[config.mk]
export PLATFORM = sky130hd
export DESIGN_NAME = mux_arbiter
export DESIGN_NICKNAME = d
export VERILOG_FILES = /design/src/rtl/mux_arb_pkg.sv /design/src/rtl/rr_pick_comb.sv /design/src/rtl/mux_arbiter.sv
export SDC_FILE = /design/constraint.sdc
export NUM_CORES = 1
export LEC_CHECK = 0
export ABC_AREA = 1
export ABC_CLOCK_PERIOD_IN_PS = 2250
export BUFFER_PORTS_ARGS = -buffer_cell sky130_fd_sc_hd__buf_2
export CORE_AREA = 2 2 39 41
export CTS_CLUSTER_SIZE = 30
export DETAILED_ROUTE_END_ITERATION = 8
export DIE_AREA = 0 0 41 43
export PLACE_DENSITY = 0.69
export SLEW_MARGIN = 20
export SYNTH_ARGS = -nofsm -noshare
export SYNTH_HDL_FRONTEND = slang
export SYNTH_SLANG_ARGS = --single-unit
[constraint.sdc]
create_clock -name clk -period 2.25 [get_ports clk]
set_input_delay 0.225 -clock clk [delete_from_list [all_inputs] [get_ports clk]]
set_output_delay 0.225 -clock clk [all_outputs]
set_load 0.02 [all_outputs]
[src/rtl/mux_arb_pkg.sv]
// Shared types and the wrap-around priority search for round-robin arbiters.
// Used by rr_pick_comb, and through it by mux_arbiter.
package mux_arb_pkg;

   typedef enum logic [1:0] {
      IDLE = 2'd0,
      OWN  = 2'd1,
      GAP  = 2'd2
   } arb_state_e;

   // Widest requester set the shared search supports (16 requesters).
   localparam int RR_MAX_BITS = 4;
   localparam int RR_MAX_N    = 2 ** RR_MAX_BITS;

   typedef struct packed {
      logic                   valid;
      logic [RR_MAX_BITS-1:0] idx;
   } rr_pick_t;

   // First set bit of req at or above ptr, wrapping; mask is N-1 for a power-of-two N.
   function automatic rr_pick_t rr_pick(input logic [RR_MAX_N-1:0]    req,
                                        input logic [RR_MAX_BITS-1:0] ptr,
                                        input logic [RR_MAX_BITS-1:0] mask);
      rr_pick_t               res;
      logic [RR_MAX_BITS-1:0] cand;
      res = '0;
      // Scanning from the far end down, the last hit kept is the one nearest ptr.
      for (int i = RR_MAX_N - 1; i >= 0; i--) begin
         cand = (ptr + RR_MAX_BITS'(i)) & mask;
         if (req[cand]) begin
            res.valid = 1'b1;
            res.idx   = cand;
         end
      end
      return res;
   endfunction

endpackage

[src/rtl/rr_pick_comb.sv]
// Combinational round-robin winner search over 2**SEL_BITS requesters (SEL_BITS <= 4).
// Wraps the package rr_pick function so other shared-resource arbiters can reuse it.
module rr_pick_comb
   import mux_arb_pkg::*;
#(
   parameter int SEL_BITS = 2
) (
   input  logic [2**SEL_BITS-1:0] req,
   input  logic [SEL_BITS-1:0]    ptr,
   output logic                   valid,
   output logic [SEL_BITS-1:0]    idx
);

   localparam int N = 2 ** SEL_BITS;

   logic [RR_MAX_N-1:0]    req_ext;
   logic [RR_MAX_BITS-1:0] ptr_ext;
   rr_pick_t               pick;
   logic                   unused_idx_bits;

   always_comb begin
      req_ext          = '0;
      req_ext[N-1:0]   = req;
      ptr_ext          = '0;
      ptr_ext[SEL_BITS-1:0] = ptr;
      pick             = rr_pick(req_ext, ptr_ext, RR_MAX_BITS'(N - 1));
   end

   assign valid           = pick.valid;
   assign idx             = pick.idx[SEL_BITS-1:0];
   assign unused_idx_bits = ^pick.idx;

endmodule

[src/rtl/mux_arbiter.sv]
// Round-robin arbiter/sequencer for a shared mux + capture register datapath.
// Optional grant timeout enabled by defining MUX_ARB_TIMEOUT_EN.
module mux_arbiter
   import mux_arb_pkg::*;
#(
   parameter int switch_bits = 2,
   parameter int max_hold    = 16
) (
   input  logic                      clk,
   input  logic                      rst,
   input  logic [2**switch_bits-1:0] req,
   input  logic                      rel,
   output logic [switch_bits-1:0]    sel,
   output logic [2**switch_bits-1:0] gnt,
   output logic                      busy,
   output logic                      reg_en,
   output logic                      tmo
);

   arb_state_e             state_q, state_d;
   logic [switch_bits-1:0] sel_q, sel_d;
   logic [switch_bits-1:0] ptr_q, ptr_d;
   logic                   pick_valid;
   logic [switch_bits-1:0] pick_idx;
   logic                   own_req;
   logic                   hold_expired;

   rr_pick_comb #(
      .SEL_BITS(switch_bits)
   ) u_pick (
      .req  (req),
      .ptr  (ptr_q),
      .valid(pick_valid),
      .idx  (pick_idx)
   );

   assign own_req = req[sel_q];

`ifdef MUX_ARB_TIMEOUT_EN
   localparam logic [7:0] HOLD_LAST = 8'(max_hold - 1);

   logic [7:0] hold_q, hold_d;
   logic       tmo_q, tmo_d;

   assign hold_expired = (hold_q == HOLD_LAST);

   // Counter is zero in every non-OWN state, so entering OWN starts it from zero.
   always_comb begin
      hold_d = '0;
      tmo_d  = 1'b0;
      if (state_q == OWN) begin
         hold_d = hold_q + 8'd1;
         tmo_d  = hold_expired & own_req & ~rel;
      end
   end

   always_ff @(posedge clk) begin
      if (!rst) begin
         hold_q <= '0;
         tmo_q  <= 1'b0;
      end else begin
         hold_q <= hold_d;
         tmo_q  <= tmo_d;
      end
   end

   assign tmo = tmo_q;
`else
   localparam int unused_max_hold = max_hold;

   assign hold_expired = 1'b0;
   assign tmo          = 1'b0;
`endif

   always_comb begin
      state_d = state_q;
      sel_d   = sel_q;
      ptr_d   = ptr_q;
      case (state_q)
         IDLE: begin
            if (pick_valid) begin
               sel_d   = pick_idx;
               state_d = OWN;
            end
         end
         OWN: begin
            // Release, request drop and timeout all end the grant the same way.
            if (rel || !own_req || hold_expired) begin
               ptr_d   = sel_q + switch_bits'(1);
               state_d = GAP;
            end
         end
         GAP:     state_d = IDLE;
         default: state_d = IDLE;
      endcase
   end

   always_ff @(posedge clk) begin
      if (!rst) begin
         state_q <= IDLE;
         sel_q   <= '0;
         ptr_q   <= '0;
      end else begin
         state_q <= state_d;
         sel_q   <= sel_d;
         ptr_q   <= ptr_d;
      end
   end

   always_comb begin
      gnt = '0;
      if (state_q == OWN) gnt[sel_q] = 1'b1;
   end

   assign sel    = sel_q;
   assign busy   = (state_q != IDLE);
   assign reg_en = (state_q == OWN) & own_req & ~rel;

endmodule

Word level (Yosys, flattened, before mapping)
Index checks and enable logic that the tools add are counted.
- add/sub/neg operators: 16
- $mul: 0
- div/mod/pow operators: 0
- magnitude comparators: 18
- eq/ne operators: 3
- shifts and indexed selects: 0
- muxes and demuxes: 56
- bitwise gates (word level): 3
- reduce and logical (&&, ||, !) cells: 8
- operator list (kind ; number):
    $lt A2 B5 Y1 const B ; 16
    $mux W5 ; 16
    $bmux W1 S2 ; 17
    $mux W1 ; 18
    $add A2 B1 Y2 const B ; 8
    $add A2 B2 Y2 const B ; 8
    $reduce_and A2 Y1 ; 3
    $mux W2 ; 2
    $mux W4 ; 1
    $pmux W2 S2 ; 1
    $lt A2 B3 Y1 const B ; 1
    $and A1 B1 Y1 ; 2
    $demux W1 S2 ; 1
    $eq A2 B1 Y1 const B ; 1
    $ge A2 B1 Y1 const B ; 1
    $logic_not A2 Y1 ; 1
    $ne A2 B1 Y1 const B ; 1
    $ne A2 B2 Y1 const B ; 1
    $reduce_bool A2 Y1 ; 1
    $logic_and A1 B1 Y1 ; 1
    $logic_not A1 Y1 ; 1
    $logic_or A1 B1 Y1 ; 1
    $not A1 Y1 ; 1
- bits in registers: 6
- latch bits: 0
- bits in writable memories: 0
- bits in read-only memories: 0
- input bits: 7
- output and inout port bits: 9
- logic and storage cells: 107
- memories: 0

Longest topological paths before layout
Gate-level depths: netlist of run 1.
- word-level depth: 21
- gate-level depth with buffers: 11
- depth with buffers taken out: 11

Modules after synthesis
A second synthesis of run 1 with hierarchy kept.
- cells, all modules: 110
- area, all modules: 633.1 µm²
- modules (own cells, without submodules) (module ; instances ; cells each ; area each (µm²) ; sequential area each (µm²)):
    mux_arbiter ; 1 ; 60 ; 404.1 ; 120.1
    rr_pick_comb ; 1 ; 50 ; 229.0 ; 0.0

Least setup slack after synthesis of run 1
No wires, ideal clock.
- kind: register to output
- from: reg sel_q[0], in the netlist sel[0]
- to: out reg_en
- arrival time: 1.123 ns
- data required time: 2.025 ns
- slack: 0.902 ns
- stages on the path, launching flop included: 7
- path buffers: 0
- cells stage by stage: dfxtp_1 inv_1 nand2_1 nand3_1 o21ai_0 nand3_1 inv_1
- longest elaborated chain between the ends: 4
- ends and longest elaborated chain (what ; line ; RTL):
    start: declaration ; mux_arbiter.sv:21 ; logic [switch_bits-1:0] sel_q, sel_d;
    start signal: assignment ; mux_arbiter.sv:105 ; sel_q <= sel_d;
    $bmux W1 S2 ; mux_arbiter.sv:37 ; assign own_req = req[sel_q];
    $mux W1 (implied by the code) ; mux_arbiter.sv:37 ;
    $and A1 B1 Y1 (2 in series) ; mux_arbiter.sv:117 ; assign reg_en = (state_q == OWN) & own_req & ~rel;
    end: declaration ; mux_arbiter.sv:16 ; output logic reg_en,
No other way between the ends. The select of a mux whose other input is x is not followed.

Worst setup path after layout of run 1
Same ends and word-level chain as after synthesis.

==> impl_metrics.tcl, run 1 <==
set metrics [dict create \
    design_area_um2 675.6 \
    clockBufferDepth 2 \
    fin_skew_ps 3.172 \
    synth_area_um2 581.8 \
    holdWs_ps 262.1 \
    switching_share 0.4700 \
    post-route-period-util 0.7353 \
    clk_latency_ps 240 \
    critical_path_class "flop to output port" \
    finalSetupTns_ps 0 \
    grt_overflow 0 \
    arrival_ps 1430 \
    slowest_delay_ps 350 \
    fin_cells 131 \
    dp.final_hpwl_um 949.6 \
    syn_nets 111 \
    cts_num_sinks 6 \
    pwr-share-clk 0.164 \
    boundaryPins 16 \
    grt_use_total 0.1630 \
    ys_warn_count 0 \
    path_common_cell "inv_1" \
    viasPerCell 4.687 \
    first_pass_iters 6 \
    die_area_mm2 0.001763 \
    clockRootBuffer "clkbuf_4" \
    status "finished, final reports clean" \
    comb_power_share 0.553 \
    crit_chain "inv_1 > nor2_1 > o21ai_0 > nand3_1 > inv_1 > buf_2" \
    die_y_um 43 \
    drc 0 \
    cts_tree "built" \
    synthDistinctLibCells 17 \
    ctsResizeCount 0 \
    grt_max_degree 15 \
    cts_setup_buffers 0 \
    grt_setup_unrepaired "no" \
    netSwitchingPower_mw 0.2769 \
    max-cap-violations 0 \
    yosysTopAreaCell "dfxtp_1" \
    cp-start-kind "flop" \
    die_w_um 41 \
    crit_path_end_kind "output port" \
    syn_to_final_growth_pct 16.13 \
    drtIter0Drc 12 \
    cp.required_ps 2030 \
    post-route-min-period_ps 1654 \
    p_leak_nw 0.4000 \
    syn_area_per_cell_um2 5.818 \
    ys_ff_latch 6 \
    grt_pass1_wl_um 1932 \
    core_area_mm2 0.001384 \
    vias 614 \
    gp_congestion 0.7938 \
    grt_pass1_vias 508 \
    p_per_area_mw_per_mm2 871.8 \
    num_rows 14 \
    io_buffers 14 \
    yosys.area.top_type_share 0.2065 \
    postRouteAntennaNets 0 \
    avgRoutedWirePerCell_um 8.962 \
    syn_inst 100 \
    ir_worst_vdd_mv 0.3382 \
    cts-htree-levels 1 \
    antenna_found_initial 0 \
    intPower_mw 0.3122 \
    numCtsBuffers 3 \
    antenna_cells 0 \
    fmax_mhz 604.5 \
    postPlaceCellArea_um2 653.1 \
    setup_viol 0 \
    cp_top_family "buffers and inverters" \
    slew_viol_final 0 \
    critical_path_buf_inv_count 3 \
    initial_core_util 0.4204 \
    ys_top_cells_by_area "dfxtp_1 (21%), nand2_1 (17%), inv_1 (15%)" \
    hold_buffers 0 \
    drive_gt1_frac 0.2087 \
    clk_pin_slew_ps 40 \
    seq_area_frac_synth 0.2065 \
    crit_path_max_fanout 6 \
    critPathSlowestCell "dfxtp_1" \
    dp_cells 128 \
    worstHoldPathType "input port to flop" \
    wirelength_um 1174 \
    hold_viol 0 \
    nNetsFinal 128 \
    p_seq_frac 0.283 \
]
cell type report:
type	count	area, µm²
Inverter	23	86.33
Timing Repair Buffer	14	70.07
Clock buffer	3	22.52
Fill cell	149	708.2
Sequential cell	6	120.1
Tap cell	16	20.02
Multi-Input combinational cell	69	356.6
state kept, by name (all words and copies together) (netlist names):
name,cells
sel,2
ptr_q,2
state_q,2
cell usage after synthesis:
master    instances
a21oi_1           4
o21ai_0           4
buf_4             1
conb_1            1
a21oi_2           1
dfxtp_1           6
ha_1              4
buf_6             1
nand2_1          26
nand2_2           3
nor2_1           10
nor2_2            2
nand3_1           8
nand3b_1          1
inv_1            23
o21ai_1           4
nand3b_4          1
power by group through the flow:
| stage | Clock (mW) | Combinational, mW | Sequential [mW] |
|---|---|---|---|
| 2_1_floorplan | 0 | 0.258 | 0.167 |
| 3_3_place_gp | 0 | 0.320 | 0.167 |
| 3_5_place_dp | 0 | 0.324 | 0.168 |
| 4_1_cts | 0.102 | 0.326 | 0.166 |
| 6_report | 0.0964 | 0.326 | 0.167 |
| 5_1_grt | 0.107 | 0.377 | 0.172 |
cells in the final DEF (no fill, tap or decap):
cell type   n
a21oi_1     4
a21oi_2     1
buf_2      14
clkbuf_4    3
conb_1      1
dfxtp_1     6
ha_1        4
inv_1      23
nand2_1    26
nand2_2     3
nand3_1     8
nand3b_1    1
nand3b_4    1
nor2_1     10
nor2_2      2
o21ai_0     4
o21ai_1     4
per-layer routing:
metal  vias up  routed length, µm  part of all wire  track usage
met2        14                584              0.50       0.2594
met5         -                  0                 0            0
met1       268                528              0.45       0.1877
li1        330                  -                 -            -
met3         2                 44             0.037      0.03141
met4         0                 15             0.013       0.1000
worst reg2reg max path, delay by kind of cell (launching register included):
family	cells	cell delay, ps
DFF	1	580
and+or+nand+nor	8	540
buffers and inverters	3	230
worst paths after layout:
| check | slack, ps | to | start | cells past startpoint |
|---|---|---|---|---|
| max | 600 | reg_en | sel[0] | 6 |
| min | 260 | ptr_q[0] | rst | 3 |
| min reg2reg | 560 | sel[1] | sel[1] | 2 |
| max reg2reg | 810 | sel[0] | ptr_q[0] | 11 |
logic make-up (layout without fill, tap and decap cells):
family,after synthesis,after routing,share of synthesized area
AOI/OAI and AO/OA,13,13,0.1183
other,1,1,0.006445
buffers and inverters,25,40,0.1806
and+or+nand+nor,51,51,0.4022
DFF,6,6,0.2065
adders and majority gates,4,4,0.08602
metrics by stage:
step           setup slack (ps)  total power [mW]  utilization
6_report                  595.6            0.5890       0.4882
4_1_cts                   572.3            0.5946       0.4882
3_5_place_dp              820.9            0.4921       0.4720
2_1_floorplan             902.3            0.4250            -
5_1_grt                   445.5            0.6561       0.4882
3_3_place_gp              842.7            0.4870       0.4720
Note: power is estimated with default switching activity, not from simulation.
==> inputs of run 2 (changes only) <==
Settings changed: ABC_CLOCK_PERIOD_IN_PS 2250 to 1450, CORE_AREA 2 2 39 41 to default, CORE_MARGIN from default to 2, CORE_UTILIZATION from default to 44, DIE_AREA 0 0 41 43 to default, PLACE_DENSITY 0.69 to 0.72.
Clock period 2.25 ns to 1.45 ns, I/O delays scaled along.
==> impl_metrics.tcl, run 2 (synthesis results as in run 1) <==
set metrics [dict create \
    multiInputGateArea_um2 367.9 \
    die_w_um 40.37 \
    cp-start-kind "flop" \
    grt_pass1_vias 475 \
    pwr-share-clk 0.154 \
    status "finished, final reports clean" \
    crit_path_max_fanout 9 \
    antenna_found_initial 0 \
    worstHoldPathType "input port to flop" \
    gp_congestion 0.8299 \
    arrival_ps 1530 \
    setup_viol 0 \
    final_common_cell "nand2_1" \
    fmax_mhz 733.8 \
    grt_pass1_wl_um 1869 \
    nNetsFinal 131 \
    clockBufferDepth 2 \
    netSwitchingPower_mw 0.4527 \
    die_y_um 40.37 \
    boundaryPins 16 \
    min_to "ptr_q[0]" \
    comb_power_share 0.590 \
    clk_pin_slew_ps 40 \
    grt_use_total 0.1741 \
    post-route-period-util 0.9399 \
    slew_viol_final 0 \
    hold_buffers 0 \
    whs_path_depth 3 \
    drtIter0Drc 14 \
    crit_path_end_kind "flop" \
    num_rows 13 \
    cts-htree-levels 1 \
    layout_common_cells "nand2_1 (26), inv_1 (22), buf_2 (14), nor2_1 (10), nand3_1 (8)" \
    hp-start "rst" \
    hold_viol 0 \
    post-route-min-period_ps 1363 \
    postRouteAntennaNets 0 \
    drc 0 \
    p_per_area_mw_per_mm2 1364 \
    clockRootBuffer "clkbuf_4" \
    finalWorstSetupSlack_ps 87.17 \
    vias 640 \
    wirelength_um 1264 \
    p_seq_frac 0.256 \
    grt_max_degree 10 \
    max-cap-violations 0 \
    core_area_mm2 0.001269 \
    die_area_mm2 0.001629 \
    r2r-start "ptr_q[0]" \
    p_leak_nw 0.4195 \
    total_power_mw 0.9714 \
    switching_share 0.4661 \
    grt_setup_unrepaired "yes" \
    fin_util 0.5611 \
    syn_to_final_growth_pct 22.37 \
    avgRoutedWirePerCell_um 9.504 \
    grt_overflow 0 \
    drive_gt1_frac 0.2881 \
    design_area_um2 711.9 \
    io_buffers 14 \
    postPlaceCellArea_um2 666.9 \
    cts_num_sinks 6 \
    post-place-ws_ps 61.98 \
    rr_endpoint "sel[1]" \
    cp.required_ps 1620 \
    viasPerCell 4.812 \
    critical_path_class "flop to flop" \
    clk_latency_ps 240 \
    final.fill_count 144 \
    first_pass_iters 4 \
    antenna_cells 0 \
    finalSetupTns_ps 0 \
    reg2reg_slack_ps 90 \
    worst_r2r_path_depth 8 \
    fin_skew_ps 4.586 \
    intPower_mw 0.5187 \
    initial_core_util 0.4586 \
    ir_worst_vdd_mv 0.6681 \
    seq_area_um2 123.9 \
    dp.final_hpwl_um 999.7 \
    numCtsBuffers 3 \
    cts_tree "built" \
]
==> run 2: worst max path at each step <==
| stage | from | to | slack (ps) | depth (start not counted) |
|---|---|---|---|---|
| 2_1_floorplan | sel[0] | ptr_q[1] | 160 | 7 |
| 3_3_place_gp | ptr_q[0] | sel[0] | 100 | 9 |
| 3_5_place_dp | ptr_q[0] | sel[0] | 60 | 9 |
| 4_1_cts | sel[0] | reg_en | 20 | 7 |
| 5_1_grt | ptr_q[0] | sel[1] | -1 | 8 |
| 6_report | ptr_q[0] | sel[1] | 90 | 8 |
==> run 2: critical path, stage by stage (launching register included) <==
cell and delay (ps):
dfxtp_2 340, buf_4 170, o21ai_1 240, nor2_1 110
nand2_2 90, nand2_2 80, nor2_2 90, nand2_1 60
a21oi_2 100
==> run 2: timing repair <==
action | 4_1_cts | 5_1_grt
gates resized for setup | 3 | 5
buffers inserted | 0 | 1
setup endpoints to repair | 1 | 3
pin swaps | 0 | 1
==> run 2: metrics by stage <==
| step | hold slack [ps] | cells |
|---|---|---|
| floorplan | 283.4 | 100 |
| global placement | 420.2 | 129 |
| detailed placement | 418.1 | 129 |
| CTS | 157.5 | 132 |
| global route | 180.8 | 133 |
| finish | 159.5 | 133 |
==> run 2: area by class of cell <==
cell class | count | share of cell area
clock buffers | 3 | 0.03163
inverters | 23 | 0.1213
multi-input cells | 69 | 0.5167
flip-flops and latches | 6 | 0.1740
well taps | 15 | 0.02636
repair buffers | 17 | 0.1301
==> run 2: power groups by stage <==
stage	clock, mW	sequential (mW)	combinational, mW
final	0.150	0.249	0.573
after global routing	0.165	0.255	0.654
after CTS	0.157	0.246	0.557
after detailed placement	0	0.246	0.549
after global placement	0	0.244	0.541
after floorplan	0	0.259	0.400
==> run 2: routing by layer <==
metal  wire, µm  GRT usage  part of all wire  vias up
li1           -          -                 -      337
met1        606     0.2244              0.48      290
met2        598     0.2778              0.47       11
met3         46    0.05000             0.036        2
met4         12    0.05000            0.0095        0
met5          0          0                 0        -
==> inputs of run 3 (changes only) <==
Settings changed: REMOVE_ABC_BUFFERS from default to 1.
==> impl_metrics.tcl, run 3 (synthesis results as in run 1) <==
set metrics [dict create \
    total_power_mw 0.9389 \
    seq_area_um2 125.1 \
    drive_gt1_frac 0.2500 \
    hold_buffers 0 \
    syn_to_final_growth_pct 18.71 \
    drtIter0Drc 18 \
    grt_use_total 0.1699 \
    grt_pass1_wl_um 1752 \
    max-cap-violations 0 \
    wirelength_um 1149 \
    status "finished, final reports clean" \
    p_seq_frac 0.279 \
    cp.required_ps 1310 \
    dp_cells 128 \
    finalSetupTns_ps 0 \
    setup_viol 0 \
    antenna_cells 0 \
    final_common_cell "nand2_1" \
    fin_skew_ps 1.095 \
    dp.final_hpwl_um 964.9 \
    fin_util 0.5444 \
    critPathSlowestCell "dfxtp_4" \
    postPlaceCellArea_um2 659.4 \
    clk_latency_ps 240 \
    finalWorstSetupSlack_ps 106.3 \
    slew_viol_final 0 \
    num_rows 13 \
    multiInputGateArea_um2 360.3 \
    gp_congestion 0.9101 \
    holdWs_ps 163.5 \
    critical_path_class "flop to output port" \
    die_w_um 40.37 \
    cts_num_sinks 6 \
    vias 621 \
    die_y_um 40.37 \
    worstHoldPathType "input port to flop" \
    layout_common_cells "nand2_1 (26), inv_1 (22), buf_2 (14), nor2_1 (10), nand3_1 (8)" \
    die_area_mm2 0.001629 \
    slowest_delay_ps 360 \
    clockBufferDepth 2 \
    avgRoutedWirePerCell_um 8.771 \
    io_buffers 14 \
    fmax_mhz 744.2 \
    p_leak_nw 0.4075 \
    boundaryPins 16 \
    cts-htree-levels 1 \
    post-route-min-period_ps 1344 \
    viasPerCell 4.740 \
    crit_path_max_fanout 6 \
    ir_worst_vdd_mv 0.5179 \
    worst_r2r_path_depth 9 \
    design_area_um2 690.7 \
    initial_core_util 0.4586 \
    numCtsBuffers 3 \
    netSwitchingPower_mw 0.4361 \
    postRouteAntennaNets 0 \
    final.fill_count 133 \
    whs_path_depth 3 \
    post-place-ws_ps 22.98 \
    post-route-period-util 0.9267 \
    crit_chain "inv_2 > nor2_1 > o21ai_2 > nand3_1 > inv_1 > buf_2" \
    drc 0 \
    grt_max_degree 15 \
    crit_path_end_kind "output port" \
    comb_power_share 0.560 \
    cts_tree "built" \
    pwr-share-clk 0.161 \
    clockRootBuffer "clkbuf_4" \
    hold_viol 0 \
    grt_setup_unrepaired "no" \
    clk_pin_slew_ps 40 \
    intPower_mw 0.5028 \
    nNetsFinal 129 \
    grt_overflow 0 \
    antenna_found_initial 0 \
    cp-start-kind "flop" \
    fin_cells 131 \
    first_pass_iters 4 \
    arrival_ps 1200 \
    switching_share 0.4645 \
    p_per_area_mw_per_mm2 1359 \
    grt_pass1_vias 438 \
    core_area_mm2 0.001269 \
]
-- run 3: changes by cell type in the layout (fill, tap and decap cells not counted), sizes merged --
cell  change
buf       -2
-- run 3: final cells by class --
| type | count | share of cell area |
|---|---|---|
| repair buffers | 15 | 0.1123 |
| multi-input cells | 69 | 0.5217 |
| inverters | 23 | 0.1250 |
| clock buffers | 3 | 0.03261 |
| flip-flops and latches | 6 | 0.1812 |
| well taps | 15 | 0.02717 |
-- run 3: path summary, 6_finish.rpt --
kind,start,endpoint,slack [ps]
worst max-delay path,sel[0],reg_en,110
worst min-delay path,rst,ptr_q[0],160
worst max register to register,ptr_q[0],sel[0],160
worst min register to register,state_q[1],state_q[0],610
-- run 3: what timing repair did --
item	4_1_cts	5_1_grt
pin swaps	0	1
endpoints found under the setup margin	1	1
resized for setup	4	3
buffers inserted	0	0
endpoints found under the hold margin	0	0
-- run 3: critical path, delay by kind of cell, from the launching register on --
kind,cells,cell delay (ps)
AOI/OAI and AO/OA,1,130
buffers and inverters,3,310
and+or+nand+nor,2,170
DFF,1,360
-- run 3: power groups by stage --
stage | clock (mW) | combinational [mW] | sequential [mW]
after global routing | 0.164 | 0.604 | 0.272
after floorplan | 0 | 0.375 | 0.269
after detailed placement | 0 | 0.517 | 0.258
after CTS | 0.155 | 0.524 | 0.259
after global placement | 0 | 0.511 | 0.257
final | 0.151 | 0.525 | 0.262
-- run 3: layer usage --
layer	GRT usage	share of wire
met1	0.1857	0.46
met2	0.2738	0.45
met3	0.03333	0.052
met4	0.1500	0.037
met5	0	0
